==> config.mk <==
export PLATFORM = sky130hd
export DESIGN_NAME = sprite_motion_ctrl
export DESIGN_NICKNAME = d
export VERILOG_FILES = /design/src/rtl/sprite_motion_pkg.sv /design/src/rtl/sprite_motion_ctrl_frame_tick_gen.sv /design/src/rtl/sprite_motion_ctrl.sv
export SDC_FILE = /design/constraint.sdc
export NUM_CORES = 1
export LEC_CHECK = 0
export BUFFER_PORTS_ARGS = -buffer_cell sky130_fd_sc_hd__buf_2
export CORE_UTILIZATION = 55
export CTS_BUF_LIST = sky130_fd_sc_hd__clkbuf_2
export DETAILED_ROUTE_END_ITERATION = 10
export HOLD_SLACK_MARGIN = 0.06
export PLACE_DENSITY = 0.73
export SYNTH_ARGS = -nofsm -noshare
export SYNTH_HDL_FRONTEND = slang
export SYNTH_SLANG_ARGS = --single-unit
==> constraint.sdc <==
create_clock -name i_clk -period 3.8 [get_ports i_clk]
set_clock_uncertainty 0.15 [all_clocks]
set_input_delay 0.38 -clock i_clk [delete_from_list [all_inputs] [get_ports i_clk]]
set_output_delay 0.38 -clock i_clk [all_outputs]
set_load 0.01 [all_outputs]
==> src/rtl/sprite_motion_pkg.sv <==
// Shared types and geometry for the sprite motion controller.
//   motion_state_t : vertical motion state (GROUND / RISE / FALL)
//   DEF_*          : default geometry constants
//   y_ground/x_max : derived clamp limits for the sprite top-left corner
package sprite_motion_pkg;

  typedef enum logic [1:0] {
    GROUND = 2'd0,
    RISE   = 2'd1,
    FALL   = 2'd2
  } motion_state_t;

  localparam int unsigned DEF_H_ACTIVE = 640;
  localparam int unsigned DEF_V_ACTIVE = 480;
  localparam int unsigned DEF_SPRITE_W = 5;
  localparam int unsigned DEF_SPRITE_H = 5;

  // Lowest legal top edge: sprite bottom row sits on the last active line.
  function automatic int unsigned y_ground(input int unsigned v_active,
                                           input int unsigned sprite_h);
    return v_active - sprite_h;
  endfunction

  // Rightmost legal left edge: sprite right column on the last active pixel.
  function automatic int unsigned x_max(input int unsigned h_active,
                                        input int unsigned sprite_w);
    return h_active - sprite_w;
  endfunction

endpackage

==> src/rtl/sprite_motion_ctrl_frame_tick_gen.sv <==
// Frame strobe generator: registers the active-low vertical sync and flags
// its falling edge. Shared with VGA-side logic needing a per-frame strobe.
//   i_clk  : system clock
//   i_rst  : synchronous active-high reset (sync history forced high)
//   i_vs   : vertical sync, active low, synchronous to i_clk
//   o_tick : high in the cycle i_vs is first sampled low
module frame_tick_gen (
  input  logic i_clk,
  input  logic i_rst,
  input  logic i_vs,
  output logic o_tick
);

  logic vs_q;

  always_ff @(posedge i_clk) begin
    if (i_rst) begin
      vs_q <= 1'b1;
    end else begin
      vs_q <= i_vs;
    end
  end

  assign o_tick = vs_q & ~i_vs;

endmodule

==> src/rtl/sprite_motion_ctrl.sv <==
// Per-player sprite motion: once per video frame (falling edge of i_vs)
// applies horizontal walking and a jump/gravity vertical state machine.
// Buttons pressed at any time during the frame are latched until the tick.
//   i_clk, i_rst  : clock, synchronous active-high reset
//   i_vs          : active-low vertical sync from the VGA stage
//   i_left/right  : walk buttons, i_jump : jump button (active high)
//   o_x_pos/o_y_pos : sprite top-left corner in active-area pixels
//   o_frame_tick  : one-cycle pulse coincident with a position update
//   o_state       : 0=GROUND 1=RISE 2=FALL, o_vy : speed magnitude (debug)
// Optional: define SPRITE_MOTION_DOUBLE_JUMP_EN to allow one airborne jump
// per flight.
module sprite_motion_ctrl
  import sprite_motion_pkg::*;
#(
  parameter int unsigned C_H_ACTIVE_TIME = DEF_H_ACTIVE,
  parameter int unsigned C_V_ACTIVE_TIME = DEF_V_ACTIVE,
  parameter int unsigned C_SPRITE_W      = DEF_SPRITE_W,
  parameter int unsigned C_SPRITE_H      = DEF_SPRITE_H,
  parameter int unsigned X_INIT          = 0,
  parameter int unsigned STEP_X          = 2,
  parameter int unsigned JUMP_V          = 12,
  parameter int unsigned GRAVITY         = 1,
  parameter int unsigned VY_MAX          = 12
) (
  input  logic       i_clk,
  input  logic       i_rst,
  input  logic       i_vs,
  input  logic       i_left,
  input  logic       i_right,
  input  logic       i_jump,
  output logic [9:0] o_x_pos,
  output logic [9:0] o_y_pos,
  output logic       o_frame_tick,
  output logic [1:0] o_state,
  output logic [3:0] o_vy
);

  localparam logic [9:0]  Y_GROUND = 10'(y_ground(C_V_ACTIVE_TIME, C_SPRITE_H));
  localparam logic [10:0] X_MAX_S  = 11'(x_max(C_H_ACTIVE_TIME, C_SPRITE_W));
  localparam logic [10:0] STEP_S   = 11'(STEP_X);
  localparam logic [9:0]  JV10     = 10'(JUMP_V);
  localparam logic [3:0]  JV_NEXT  = 4'(JUMP_V - GRAVITY);
  localparam logic [3:0]  GRAV4    = 4'(GRAVITY);
  localparam logic [4:0]  GRAV5    = 5'(GRAVITY);
  localparam logic [4:0]  VYMAX5   = 5'(VY_MAX);

  logic tick;

  frame_tick_gen u_frame_tick_gen (
    .i_clk  (i_clk),
    .i_rst  (i_rst),
    .i_vs   (i_vs),
    .o_tick (tick)
  );

  logic [9:0]    x_q, x_d, y_q, y_d;
  logic [3:0]    vy_q, vy_d;
  motion_state_t state_q, state_d;
  logic          tick_q;
  logic          left_q, right_q, jump_q;
  logic          left_e, right_e, jump_e;

`ifdef SPRITE_MOTION_DOUBLE_JUMP_EN
  logic dj_q, dj_d;
`endif

  // A press in the tick cycle itself still counts.
  assign left_e  = left_q  | i_left;
  assign right_e = right_q | i_right;
  assign jump_e  = jump_q  | i_jump;

  // Horizontal: 11-bit signed so a step below zero is seen before clamping.
  logic signed [10:0] x_s;

  always_comb begin
    x_s = $signed({1'b0, x_q});
    x_d = x_q;
    if (left_e && !right_e) begin
      x_s = $signed({1'b0, x_q}) - $signed(STEP_S);
      x_d = (x_s < 0) ? '0 : x_s[9:0];
    end else if (right_e && !left_e) begin
      x_s = $signed({1'b0, x_q}) + $signed(STEP_S);
      x_d = (x_s > $signed(X_MAX_S)) ? X_MAX_S[9:0] : x_s[9:0];
    end
  end

  // Vertical state machine.
  logic [4:0]  vy_sum;
  logic [3:0]  vy_fall;
  logic [10:0] y_fall;

  always_comb begin
    vy_sum  = {1'b0, vy_q} + GRAV5;
    vy_fall = (vy_sum > VYMAX5) ? VYMAX5[3:0] : vy_sum[3:0];
    y_fall  = {1'b0, y_q} + {7'd0, vy_fall};
    y_d     = y_q;
    vy_d    = vy_q;
    state_d = state_q;
`ifdef SPRITE_MOTION_DOUBLE_JUMP_EN
    dj_d    = dj_q;
`endif
    case (state_q)
      GROUND: begin
        if (jump_e) begin
          y_d     = Y_GROUND - JV10;
          vy_d    = JV_NEXT;
          state_d = RISE;
        end else begin
          y_d = Y_GROUND;
        end
      end
      RISE: begin
        if (vy_q == '0) begin
          state_d = FALL;
        end else if (y_q < {6'd0, vy_q}) begin
          y_d     = '0;
          vy_d    = '0;
          state_d = FALL;
        end else begin
          y_d  = y_q - {6'd0, vy_q};
          vy_d = (vy_q <= GRAV4) ? '0 : vy_q - GRAV4;
        end
      end
      FALL: begin
        if (y_fall >= {1'b0, Y_GROUND}) begin
          y_d     = Y_GROUND;
          vy_d    = '0;
          state_d = GROUND;
`ifdef SPRITE_MOTION_DOUBLE_JUMP_EN
          dj_d    = 1'b0;
`endif
        end else begin
          y_d  = y_fall[9:0];
          vy_d = vy_fall;
        end
      end
      default: begin
        y_d     = Y_GROUND;
        vy_d    = '0;
        state_d = GROUND;
      end
    endcase
`ifdef SPRITE_MOTION_DOUBLE_JUMP_EN
    // Airborne jump overrides the normal RISE/FALL update.
    if (state_q != GROUND && jump_e && !dj_q) begin
      y_d     = (y_q < JV10) ? '0 : y_q - JV10;
      vy_d    = JV_NEXT;
      state_d = RISE;
      dj_d    = 1'b1;
    end
`endif
  end

  always_ff @(posedge i_clk) begin
    if (i_rst) begin
      x_q     <= 10'(X_INIT);
      y_q     <= Y_GROUND;
      vy_q    <= '0;
      state_q <= GROUND;
      tick_q  <= 1'b0;
      left_q  <= 1'b0;
      right_q <= 1'b0;
      jump_q  <= 1'b0;
`ifdef SPRITE_MOTION_DOUBLE_JUMP_EN
      dj_q    <= 1'b0;
`endif
    end else begin
      tick_q <= tick;
      if (tick) begin
        x_q     <= x_d;
        y_q     <= y_d;
        vy_q    <= vy_d;
        state_q <= state_d;
        left_q  <= 1'b0;
        right_q <= 1'b0;
        jump_q  <= 1'b0;
`ifdef SPRITE_MOTION_DOUBLE_JUMP_EN
        dj_q    <= dj_d;
`endif
      end else begin
        left_q  <= left_q  | i_left;
        right_q <= right_q | i_right;
        jump_q  <= jump_q  | i_jump;
      end
    end
  end

  assign o_x_pos      = x_q;
  assign o_y_pos      = y_q;
  assign o_vy         = vy_q;
  assign o_state      = state_q;
  assign o_frame_tick = tick_q;

endmodule

==> results of run 1 <==
==> power by group through the flow <==
stage | registers (uW) | logic, uW | clock network [uW]
3_5_place_dp | 394 | 389 | 0
4_1_cts | 387 | 393 | 243
6_report | 389 | 397 | 243
2_1_floorplan | 382 | 311 | 0
5_1_grt | 394 | 442 | 255
3_3_place_gp | 395 | 387 | 0
==> synth_stat cells, types with 2 or more instances <==
| library cell | count | area [um^2] |
|---|---|---|
| a211o_1 | 2 | 17.52 |
| a211oi_1 | 6 | 45.04 |
| a21o_1 | 2 | 15.01 |
| a21oi_1 | 41 | 205.2 |
| a221oi_1 | 2 | 17.52 |
| a311oi_1 | 4 | 35.03 |
| a31oi_1 | 8 | 50.05 |
| and3_1 | 2 | 12.51 |
| buf_2 | 7 | 35.03 |
| clkbuf_1 | 13 | 48.80 |
| dfxtp_1 | 31 | 620.6 |
| fa_1 | 2 | 40.04 |
| ha_1 | 16 | 200.2 |
| inv_1 | 19 | 71.32 |
| mux2i_1 | 3 | 30.03 |
| nand2_1 | 33 | 123.9 |
| nand2b_1 | 4 | 25.02 |
| nand3_1 | 14 | 70.07 |
| nand4_1 | 3 | 18.77 |
| nor2_1 | 30 | 112.6 |
| nor2b_1 | 7 | 43.79 |
| nor3_1 | 17 | 85.08 |
| nor4_1 | 4 | 25.02 |
| nor4_2 | 2 | 25.02 |
| o211ai_1 | 4 | 30.03 |
| o21a_1 | 3 | 22.52 |
| o21ai_0 | 26 | 130.1 |
| o22ai_1 | 3 | 18.77 |
| o2bb2ai_1 | 3 | 26.28 |
| o31ai_1 | 4 | 30.03 |
| o32ai_1 | 2 | 17.52 |
| or2_2 | 6 | 37.54 |
| or3_1 | 2 | 12.51 |
| xnor2_1 | 7 | 61.31 |
| xor2_1 | 4 | 35.03 |
==> layout make-up <==
cell class              instances  area (um^2)
clock buffers                   5        25.02
repair buffers                 36        192.7
clock inverters                 3        38.79
inverters                      20        75.07
multi-input cells             294         1914
well taps                      67        83.83
fillers                       463         1773
flip-flops and latches         31        620.6
==> state kept, by name, summed over array words and instances, names as in the netlist <==
register               flops
o_x_pos                   10
o_frame_tick               1
u_frame_tick_gen.vs_q      1
o_state                    2
right_q                    1
jump_q                     1
left_q                     1
o_vy                       4
o_y_pos                   10
==> routing by layer <==
layer | global-route usage (%) | share of wire, %
met5 | 0 | 0
met4 | 10.68 | 1.7
met2 | 47.77 | 47
met1 | 38.18 | 47
met3 | 4.167 | 4.5
==> what timing repair did <==
item	4_1_cts	5_1_grt
hold buffers	1	0
setup endpoints to repair	0	4
resized for setup	0	1
endpoints found under the hold margin	1	0
==> final timing paths <==
check / start / to / slack, ns / depth (start not counted)
setup / recovery: o_vy[1] / o_y_pos[5] / 0.34 / 11
hold / removal: i_jump / jump_q / 0.13 / 3
setup reg to reg: o_vy[1] / o_y_pos[5] / 0.34 / 11
hold reg to reg: u_frame_tick_gen.vs_q / o_frame_tick / 0.32 / 2
==> critical path: cells and delay by family (launching register included) <==
family                     cells  cell delay, ns
DFF                            1            0.43
AOI/OAI and AO/OA              5            1.24
and+or+nand+nor                3            0.74
adders and majority gates      2            0.64
buffers and inverters          1            0.16
==> cells by family after synthesis <==
logic type	Yosys count	synth area share [%]
flip-flops	31	22.88
AO/OA/AOI/OAI	129	32.06
AND/OR/NAND/NOR	133	25.00
buffers and inverters	42	6.550
adder cells (fa/ha/maj)	18	8.856
multiplexers	3	1.107
XOR/XNOR	11	3.552
==> metrics by stage <==
step | utilization, % | total power (uW) | hold WS, ns | worst slack, ns | cell area (um^2)
floorplan | - | 692.6 | 0.2790 | 0.4848 | 2713
global placement | 60.90 | 781.5 | 0.2945 | 0.4086 | 2877
detailed placement | 60.90 | 783.3 | 0.3014 | 0.2718 | 2877
CTS | 62.46 | 1023 | 0.1291 | 0.2327 | 2950
global route | 62.46 | 1091 | 0.1475 | 0.07748 | 2950
finish | 62.46 | 1028 | 0.1304 | 0.3350 | 2950
==> metrics.txt, run 1 <==
Seq/Total Area, Yosys between 20 and 25%; Psw 416.9 uW; vias in the first global route 2,574; setup bufs post-CTS 0; placed cells around 450; cell area power density between 300 and 400 nW/um^2; Synth Cell Area 2713 um^2; deepest clock path buffer count 2; CP Data Required Time between 3 and 4 ns; HP Class input pin to flop; Placer Congestion 0.9047; final cell count without fillers ~460; result of the run completed; pin count of the biggest net entering global routing 25; Logic pwr share around two fifths; DRC 0; routed wire length ~7.1 mm; Clock Power Share a little under a quarter; Final nets roughly 410; setup TNS 0 ns; grt ovf 0; Die Ht ~72 um; syn_area_per_cell 7.391 um^2; register bit total from synthesis 31; width of the die about 72 um; Most Frequent Cell on Critical Path ha_1; Pins Over Slew Limit 0; Critical Path Start Type flop; Antenna diodes 0; Critical Path AT between 3 and 4 ns; Std-Cell Rows 25; Max VDD drop roughly 0.19 mV; endpoint class of the critical path flop; CTS Buf Count 5; final period utilization about nine tenths; leak pwr around 0.0011 uW; most frequent cells in the layout a21oi_1 (41), nand2_1 (33), buf_2 (32); CP max stage cell dfxtp_1; share of async-settable or async-resettable flops after synthesis 0%; Routed Antenna Nets 0; most common cell after layout, fill and taps aside a21oi_1; unique cell type count in the Yosys netlist 66; 1st-iter DRT viols ~280; clk root buf clkbuf_2; via count ~2.8k; Main synth FF type dfxtp_1; Worst-path clk slew between 0.15 and 0.2 ns; layout cells sized above 1 between 10% and 20%; max capacitance violation total 0; FMAX 288.6 MHz; CTS tree yes; Slew headroom about 57%; Worst-Margin Slew 0.6240 ns; number of vias per cell 6.164; Layout area overhead 8.764%; GRT Util Overall between 20% and 30%; final setup violation count 0; Sink Count 31; I/O Buffers 32; routed len/inst approximately 16 um; internal power approximately 610 uW; Final min period 3.465 ns; Core Box Area ~4700 um^2; sw frac ~41%; Max H-tree Level 2; die area 5217 um^2; # IOs 33; Cells after Synth between 300 and 400; CP Max Fanout 9; Post-synth EDFFs 0; drt pass-1 iters 5; Clk Latency, worst-skew pair 0.40 ns; CP Cell Sequence inv_1, ha_1, a21boi_1, ha_1, a211oi_1, nor2_1, nor4_2, o2111ai_4, nor4b_1, o211ai_1, o31ai_1; Initial Util a little under three fifths; synth warn 0; CP peak stage delay 0.43 ns; unrepaired setup endpoints after global routing false; Syn Nets ~390; Seq pwr share 37.8%; first-pass GRT wire length between 10 and 15 mm; Crit Path Category flop to flop; post-DP HPWL around 5.3 mm; initial antenna violation count 0; Final Hold Fails 0
No activity file was read; power rests on OpenSTA's default activity.
==> run 2: changes to the inputs <==
- CELL_PAD_IN_SITES_DETAIL_PLACEMENT: not set -> 1
- CELL_PAD_IN_SITES_GLOBAL_PLACEMENT: not set -> 2
- CORE_UTILIZATION: 55 -> 35
- PLACE_DENSITY: 0.73 -> 0.8
==> metrics.txt, run 2 (synthesized netlist as in run 1, its figures left out) <==
result of the run completed (unchanged); Routed Antenna Nets 0 (unchanged); DP Area 2917 um^2 (was 2877 um^2); Final Hold Fails 0 (unchanged); final period utilization 94.30% (was 91.18%); CTS tree yes (unchanged); width of the die 90.04 um (was 72.23 um); CP peak stage delay 0.50 ns (was 0.43 ns); max capacitance violation total 0 (unchanged); Top delay family on crit path compound AO/OA/AOI/OAI gates (unchanged); pin count of the biggest net entering global routing 25 (unchanged); Crit Path Category flop to flop (unchanged); Sequential cell area 620.6 um^2 (unchanged); deepest clock path buffer count 2 (unchanged); worst flop-to-flop path endpoint o_y_pos[5] (unchanged); setup bufs post-CTS 0 (unchanged); met2 wire len 4.050 mm (was 3.342 mm); cell area power density 330.7 nW/um^2 (was 348.6 nW/um^2); final setup violation count 0 (unchanged); fillcell total 974 (was 463); via count 2,871 (was 2,811); first-pass GRT wire length 14.53 mm (was 12.05 mm); setup slack after layout 0.2166 ns (was 0.3350 ns); initial antenna violation count 1 (was 0); Critical Path AT 3.70 ns (was 3.61 ns); routed wire length 8.942 mm (was 7.147 mm); CP Max Fanout 9 (unchanged); drt pass-1 iters 4 (was 5); Max VDD drop 0.09382 mV (was 0.1945 mV); Placer Congestion 0.8325 (was 0.9047); unrepaired setup endpoints after global routing true (was false); die area 8106 um^2 (was 5217 um^2); Multi-input gate area 1919 um^2 (was 1914 um^2); CP Data Required Time 3.91 ns (was 3.95 ns); CTS Buf Count 5 (unchanged); Max H-tree Level 2 (unchanged); 1st-iter DRT viols 192 (was 276); CP Buf/Inv Count 1 (unchanged); clk root buf clkbuf_2 (unchanged); Hold Path Cell Cnt 3 (unchanged); Worst-path clk slew 0.19 ns (about the same); reg2reg start o_vy[1] (unchanged); grt ovf 0 (unchanged); Top Layer Used met4 (unchanged); most frequent cells in the layout a21oi_1 (41), nand2_1 (33), buf_2 (32) (unchanged); I/O Buffers 32 (unchanged); reg2reg setup slack 0.22 ns (was 0.34 ns); leak pwr 0.001138 uW (was 0.001144 uW); number of vias per cell 5.871 (was 6.164); GRT Util Overall 22.37% (was 28.89%); Layout area overhead 9.640% (was 8.764%); Std-Cell Rows 31 (was 25); hold endpoint right_q (was jump_q); Die Ht 90.04 um (was 72.23 um); Core Box Area 7370 um^2 (was 4723 um^2); DRC 0 (unchanged); met3 WL 463 um (was 322 um); layout cells sized above 1 16.45% (was 15.94%); most common cell after layout, fill and taps aside a21oi_1 (unchanged); Critical Path Start Type flop (unchanged); CP startpoint o_vy[1] (unchanged); fin area 2974 um^2 (was 2950 um^2); Final min period 3.583 ns (was 3.465 ns); FMAX 279.1 MHz (was 288.6 MHz); Clk Latency, worst-skew pair 0.38 ns (was 0.40 ns); Sink Count 31 (unchanged); HP Class input pin to flop (unchanged); endpoint class of the critical path flop (unchanged); WL met1 4.300 mm (was 3.363 mm); Slew headroom 43.64% (was 57.33%); CP Cell Sequence inv_1, ha_1, a21boi_1, fa_1, a211o_1, a32o_1, nor4_2, o2111ai_4, nor4b_1, o211ai_1, o31ai_1 (was inv_1, ha_1, a21boi_1, ha_1, a211oi_1, nor2_1, nor4_2, o2111ai_4, nor4b_1, o211ai_1, o31ai_1); reg2reg path depth 11 (unchanged); Pins Over Slew Limit 0 (unchanged); # IOs 33 (unchanged); CP max stage cell fa_1 (was dfxtp_1); Worst-Margin Slew 0.8397 ns (was 0.6240 ns); post-DP HPWL 6.814 mm (was 5.333 mm); vias in the first global route 2,727 (was 2,574); Hold Crit Start i_right (was i_jump); Final nets 412 (unchanged); routed len/inst 18.29 um (was 15.67 um); hold_ws 0.1589 ns (was 0.1304 ns); DP Worst Slack 0.1780 ns (was 0.2718 ns); Initial Util 36.81% (was 57.43%)
## run 2: cell count changes in the layout (fill, tap and decap cells not counted), sizes merged
| cell | change |
|---|---|
| clkinv | +1 |
| bufinv | -1 |
| diode | +1 |
## run 2: repair_timing
action	in CTS	in global routing
hold buffers	1	0
setup endpoints to repair	0	7
resized for setup	0	2
endpoints found under the hold margin	1	0
## run 2: worst max-delay path by stage
stage / endpoint / slack (ns) / cells past startpoint
2_1_floorplan: o_vy[2] / 0.48 / 11
3_5_place_dp: o_y_pos[5] / 0.18 / 11
6_report: o_y_pos[5] / 0.22 / 11
3_3_place_gp: o_y_pos[5] / 0.41 / 11
5_1_grt: o_y_pos[1] / -0.001 / 11
4_1_cts: o_y_pos[5] / 0.12 / 11
## run 2: worst reg2reg max path, delay by kind of cell, from the launching register on
| kind | cells | cell delay (ns) |
|---|---|---|
| compound gates | 6 | 1.40 |
| fa+ha+maj | 2 | 0.83 |
| buf+inv | 1 | 0.17 |
| flops | 1 | 0.45 |
| simple gates | 2 | 0.48 |
## run 2: power breakdown
| part | leakage [uW] | internal (uW) | switching [uW] | total [uW] |
|---|---|---|---|---|
| Combinational | 0.000851 | 159 | 257 | 416 |
| Clock | 0.0000325 | 42.4 | 135 | 177 |
| Sequential | 0.000254 | 347 | 43.6 | 390 |
## run 2: metal layers
metal | track usage (%) | up-vias
li1 | - | 1400
met1 | 31.00 | 1391
met5 | 0 | -
met4 | 6.183 | 0
met2 | 35.94 | 71
met3 | 3.299 | 9
## run 2: cell type report
| cell class | instances | area share [%] |
|---|---|---|
| clock buffer | 5 | 0.8414 |
| timing repair buffer | 36 | 6.479 |
| inverter | 20 | 2.524 |
| antenna | 1 | 0.08414 |
| clock inverter | 3 | 0.5048 |
| tap | 99 | 4.165 |
| sequential | 31 | 20.87 |
| multi-input combinational | 294 | 64.54 |
## run 2: metrics by stage
stage	util [%]	instances	total power, uW	setup TNS [ns]
2_1_floorplan	-	367	692.6	0
6_report	40.36	489	983.7	0
3_3_place_gp	39.58	479	798.4	0
4_1_cts	40.25	488	988.0	0
3_5_place_dp	39.58	479	804.6	0
5_1_grt	40.36	489	1056	-0.001163
